`src/rtl/keccak_pkg.sv`:
```
// Shared Keccak-256 constants and control types for the absorb datapath and permutation core.
package keccak_pkg;
  localparam int unsigned LANE_W     = 64;
  localparam int unsigned RATE_LANES = 17;
  localparam int unsigned RATE_BITS  = 1088;

  localparam logic [7:0] DS_KECCAK = 8'h01;
  localparam logic [7:0] DS_SHA3   = 8'h06;
  localparam logic [7:0] PAD_END   = 8'h80;

  typedef enum logic [1:0] {
    FILL,
    EMIT,
    PADBLK
  } state_e;
endpackage

```
`src/rtl/keccak_lane_pad.sv`:
```
// Final-lane padding: keeps the first n bytes, puts the domain byte at byte n, zeroes the rest.
module keccak_lane_pad #(
  parameter int unsigned LANE_W  = 64,
  parameter logic [7:0]  DS_BYTE = 8'h01
) (
  input  logic [LANE_W-1:0] lane_i,
  input  logic [3:0]        nbytes_i,
  output logic [LANE_W-1:0] lane_o,
  output logic              full_o
);
  import keccak_pkg::*;

  localparam int unsigned NB = LANE_W / 8;

  int unsigned n;

  always_comb begin
    n = 32'(nbytes_i);
    if (n > NB) n = NB;
    full_o = (n == NB);
    lane_o = '0;
    for (int unsigned k = 0; k < NB; k++) begin
      if (k < n)       lane_o[8*k +: 8] = lane_i[8*k +: 8];
      else if (k == n) lane_o[8*k +: 8] = DS_BYTE;
    end
  end
endmodule

```
`src/rtl/keccak_pad_absorber.sv`:
```
// Collects message lanes into padded rate blocks and hands them to the permutation stage.
module keccak_pad_absorber #(
  parameter int unsigned RATE_LANES = keccak_pkg::RATE_LANES,
  parameter int unsigned LANE_W     = keccak_pkg::LANE_W,
  parameter logic [7:0]  DS_BYTE    = keccak_pkg::DS_KECCAK
) (
  input  logic                         clk,
  input  logic                         rst,
  input  logic [LANE_W-1:0]            in_data,
  input  logic [3:0]                   in_bytes,
  input  logic                         in_last,
  input  logic                         in_valid,
  output logic                         in_ready,
  output logic [RATE_LANES*LANE_W-1:0] blk_data,
  output logic                         blk_last,
  output logic                         blk_valid,
  input  logic                         blk_ready,
  output logic                         busy
);
  import keccak_pkg::*;

  localparam int unsigned BW = RATE_LANES * LANE_W;
  localparam int unsigned CW = $clog2(RATE_LANES);
  localparam logic [CW-1:0] LAST_IDX = CW'(RATE_LANES - 1);

  state_e          state_q, state_d;
  logic [CW-1:0]   lane_cnt_q, lane_cnt_d;
  logic [BW-1:0]   buf_q, buf_d;
  logic            last_q, last_d;
  logic            pend_q, pend_d;
  logic            busy_q, busy_d;
  logic            rdy_q;
  logic [LANE_W-1:0] pad_lane;
  logic            pad_full;

  keccak_lane_pad #(
    .LANE_W (LANE_W),
    .DS_BYTE(DS_BYTE)
  ) u_lane_pad (
    .lane_i  (in_data),
    .nbytes_i(in_bytes),
    .lane_o  (pad_lane),
    .full_o  (pad_full)
  );

  assign in_ready  = rdy_q && (state_q == FILL);
  assign blk_valid = (state_q == EMIT);
  assign blk_data  = buf_q;
  assign blk_last  = last_q;
  assign busy      = busy_q;

  always_comb begin
    state_d    = state_q;
    lane_cnt_d = lane_cnt_q;
    buf_d      = buf_q;
    last_d     = last_q;
    pend_d     = pend_q;
    busy_d     = busy_q;
    unique case (state_q)
      FILL: begin
        if (in_valid && in_ready) begin
          busy_d = 1'b1;
          for (int unsigned i = 0; i < RATE_LANES; i++) begin
            if (32'(lane_cnt_q) == i) buf_d[i*LANE_W +: LANE_W] = in_last ? pad_lane : in_data;
          end
          // A full final lane pushes the domain byte into the next lane of the same block.
          for (int unsigned i = 1; i < RATE_LANES; i++) begin
            if (in_last && pad_full && (32'(lane_cnt_q) == i - 1)) buf_d[i*LANE_W +: 8] = DS_BYTE;
          end
          if (in_last) begin
            lane_cnt_d = '0;
            state_d    = EMIT;
            if (pad_full && (lane_cnt_q == LAST_IDX)) begin
              last_d = 1'b0;
              pend_d = 1'b1;
            end else begin
              last_d = 1'b1;
              buf_d[BW-1 -: 8] = buf_d[BW-1 -: 8] | PAD_END;
            end
          end else if (lane_cnt_q == LAST_IDX) begin
            lane_cnt_d = '0;
            last_d     = 1'b0;
            state_d    = EMIT;
          end else begin
            lane_cnt_d = lane_cnt_q + 1'b1;
          end
        end
      end
      EMIT: begin
        if (blk_ready) begin
          buf_d  = '0;
          last_d = 1'b0;
          if (last_q) busy_d = 1'b0;
          if (pend_q) begin
            pend_d  = 1'b0;
            state_d = PADBLK;
          end else begin
            state_d = FILL;
          end
        end
      end
      PADBLK: begin
        buf_d            = '0;
        buf_d[7:0]       = DS_BYTE;
        buf_d[BW-1 -: 8] = PAD_END;
        last_d           = 1'b1;
        state_d          = EMIT;
      end
      default: state_d = FILL;
    endcase
  end

  always_ff @(posedge clk or posedge rst) begin
    if (rst) begin
      state_q    <= FILL;
      lane_cnt_q <= '0;
      buf_q      <= '0;
      last_q     <= 1'b0;
      pend_q     <= 1'b0;
      busy_q     <= 1'b0;
      rdy_q      <= 1'b0;
    end else begin
      state_q    <= state_d;
      lane_cnt_q <= lane_cnt_d;
      buf_q      <= buf_d;
      last_q     <= last_d;
      pend_q     <= pend_d;
      busy_q     <= busy_d;
      rdy_q      <= 1'b1;
    end
  end
endmodule

```
`config.mk`:
```
export PLATFORM = sky130hd
export DESIGN_NAME = keccak_pad_absorber
export DESIGN_NICKNAME = d
export VERILOG_FILES = /design/src/rtl/keccak_pkg.sv /design/src/rtl/keccak_lane_pad.sv /design/src/rtl/keccak_pad_absorber.sv
export SDC_FILE = /design/constraint.sdc
export NUM_CORES = 2
export LEC_CHECK = 0
export CORE_AREA = 2 2 455 457
export CTS_CLUSTER_SIZE = 10
export DETAILED_ROUTE_END_ITERATION = 8
export DIE_AREA = 0 0 457 459
export PLACE_DENSITY = 0.51
export SETUP_SLACK_MARGIN = 0.5
export SLEW_MARGIN = 20
export SYNTH_ARGS = -nofsm -noshare
export SYNTH_HDL_FRONTEND = slang
export SYNTH_SLANG_ARGS = --single-unit
```
`constraint.sdc`:
```
create_clock -name clk -period 40.6 [get_ports clk]
set_input_delay 8.12 -clock clk [delete_from_list [all_inputs] [get_ports clk]]
set_output_delay 8.12 -clock clk [all_outputs]
set_load 0.05 [all_outputs]
```
==> impl_metrics.ini <==
[outcome]
status = completed

[timing]
layout_min_cycle_time_ns = 11.81
finClkSkew_ns = 0.03814
worst_pin_slew_ns = 1.151
setup_violations = 0
fin_crit_sh_pct = 29.08
rsz0062_at_grt = false
hold_slack_ns = 0.4760
maxSlewHeadroom_pct = 23.10
slew_violations = 0
fin_tns_setup_ns = 0
max_freq_mhz = 84.69
hold_violations = 0

[global_routing]
grt_max_degree = 166
top_usage_layer = met2
grt_usage_pct = 17.64
grt_util_met1_pct = 21.62
grt_antenna_before_repair = 26
grtUsageMet3_pct = 6.030
grt_pass1_vias = 31966
grt_overflow = 0
grt.met2_usage_pct = 28.51
grt_pass1_wl_mm = 262.0

[cts]
clock-sinks = 1099
cts_resized = 0
cts_hold_buf = 0
cts_setup_buffers = 0
clock-root-buffer = clkbuf_16
cts.path.max_buffers = 3
clkTransAtPathRegs_ns = 0.05
htree_num_levels = 4
tritoncts = built
clk_latency_ns = 0.80
numCtsBuffers = 135

[yosys]
netlist.top_cell.by_area = dfrtp_1
synthArstFlopShare_pct = 100.0
synth_top_area_share_pct = 67.72
netlist_top_cells_count = dfrtp_1 (1,099), nand2_1 (913), o21ai_0 (879), buf_2 (166), o2bb2ai_1 (166)
ys_ff_latch = 1099
ys_types = 58
synth_warnings = 0
synth_edf_count = 0
synthFlopType = dfrtp_1
synthCells = 3722
synth-seq-area-share_pct = 67.72
synth_nets = 3805
avgSynthCellArea_um2 = 10.91
syn_area_um2 = 40610
synth_area_leaders = dfrtp_1 (68%), o21ai_0 (11%), nand2_1 (8.4%), o2bb2ai_1 (3.6%), buf_2 (2.0%)
yosysMostFrequentCell = dfrtp_1

[finish]
num-nets-final = 4874
drive_gt1_share_pct = 6.997
fillers = 21597
postLayoutCellArea_um2 = 59280
area_delta_synth_final_pct = 45.99
post-route-util_pct = 28.83

[drt]
dr.pass1.iters = 5
drt-initial-drc-count = 2392
vias = 32481
drc = 0
wire_per_inst_um = 25.13
ant_nets = 0
vias_per_cell = 4.295
wl_mm = 190.1

[pwr]
leakage_nw = 24.81
pwr-share-seq_pct = 26.5
intPower_mw = 2.974
vdd.ir_drop.worst_mv = 0.04865
p_sw_share_pct = 52.43
p_clk_share_pct = 18.3
power.share.combinational_pct = 55.2
power_density_nw_per_um2 = 105.4
power.total_mw = 6.251
p_sw_mw = 3.277

[die]
std_cell_rows = 167
fp.dieH_um = 459
io_pins = 1165
fp.dieW_um = 457
core-area_um2 = 205600
start_util_pct = 19.75
floorplan.die_area_um2 = 209800

[worst_setup_path]
cp_num_buf_inv = 6
crit_fanout = 129
worstSetupEndpointType = async pin
slowest_delay_ns = 0.77
start_kind = input pin
r2r-start = state_q[1]
required_ns = 41.38
crit_arrival_ns = 12.59
crit_chain = clkdlybuf4s50_1 > inv_8 > buf_4 > buf_4 > buf_4 > buf_4
cp_slowest_cell = buf_4
worstSetupStartpoint = rst
crit_family = buffers and inverters
cpMostUsedCell = buf_4
criticalPathCategory = in -> async

[place]
hpwl_mm = 135.2
place_congestion = 0.7998
placed_area_um2 = 55190
io_buffer_count = 1164

[worst_hold_path]
hold_path_class = reg -> reg
hold_path.startpoint = blk_data[703]

[flow_run]
cap_violations = 0
sequential cells by signal, indices dropped and copies added (netlist names):
register,count
blk_data,1088
pend_q,1
state_q,2
busy,1
blk_last,1
rdy_q,1
lane_cnt_q,5
worst reg2reg max path, cell delays in order (launching register included):
cell and delay [ns]:
dfrtp_1 0.45, inv_1 0.14, ha_1 0.58, inv_2 0.52, o2111ai_4 0.66, buf_4 0.60
buf_4 0.61, o21ai_0 0.28
power groups by stage:
stage,Sequential [mW],Clock [mW],Combinational (mW)
2_1_floorplan,2.80,0,0.926
3_3_place_gp,1.66,0,3.48
3_5_place_dp,1.67,0,3.50
4_1_cts,1.65,1.18,3.50
5_1_grt,1.70,1.22,3.65
6_report,1.66,1.14,3.45
area by class of cell:
class / count / area [um2] / share of cell area [%]
Clock buffer: 170 / 3705 / 6.249
Inverter: 65 / 251.5 / 0.4242
Multi-Input combinational cell: 2253 / 11810 / 19.92
Tap cell: 2704 / 3383 / 5.707
Sequential cell: 1099 / 27500 / 46.39
Antenna cell: 14 / 35.03 / 0.05909
Clock inverter: 21 / 330.3 / 0.5572
Timing Repair Buffer: 1237 / 12270 / 20.70
metrics by stage:
step | setup WS (ns) | instances
5_1_grt | 28.26 | 7551
6_report | 28.79 | 7563
2_1_floorplan | 1.537 | 3722
3_5_place_dp | 27.85 | 7357
3_3_place_gp | 27.90 | 7357
4_1_cts | 28.70 | 7548
path summary, 6_finish.rpt:
check | slack [ns] | cells after the start | to
worst max-delay path | 28.79 | 6 | blk_data[747]
worst min-delay path | 0.48 | 2 | blk_data[703]
worst max register to register | 36.59 | 7 | blk_data[846]
worst min register to register | 0.48 | 2 | blk_data[703]
max in group clk | 29.38 | 4 | in_ready
min in group asynchronous | 7.96 | 2 | blk_data[314]
metal layers:
layer,wire length [um],vias to the layer above
met5,99,-
li1,-,14697
met1,76940,16171
met3,17470,273
met2,88430,1324
met4,7149,16
layout by cell type (no fill, tap or decap), types with 18 or more instances in the layout:
cell	count
clkdlybuf4s50_1	1164
buf_4	68
clkbuf_16	139
clkbuf_1	20
nand2_1	894
dfrtp_1	1099
inv_1	62
o21ai_0	879
nand2_2	18
nand3_1	54
o21ai_1	39
mux2_2	19
o2bb2ai_1	166
logic make-up (layout without fill, tap and decap cells):
group | Yosys count | in the layout | synth area share [%]
buffers and inverters | 370 | 1493 | 4.190
other | 1 | 15 | 0.009235
and+or+nand+nor | 1055 | 1055 | 10.61
DFF | 1099 | 1099 | 67.72
muxes | 37 | 37 | 0.9737
adders and majority gates | 10 | 10 | 0.3081
AOI/OAI and AO/OA | 1150 | 1150 | 16.19
Note: power is estimated with default switching activity, not from simulation.
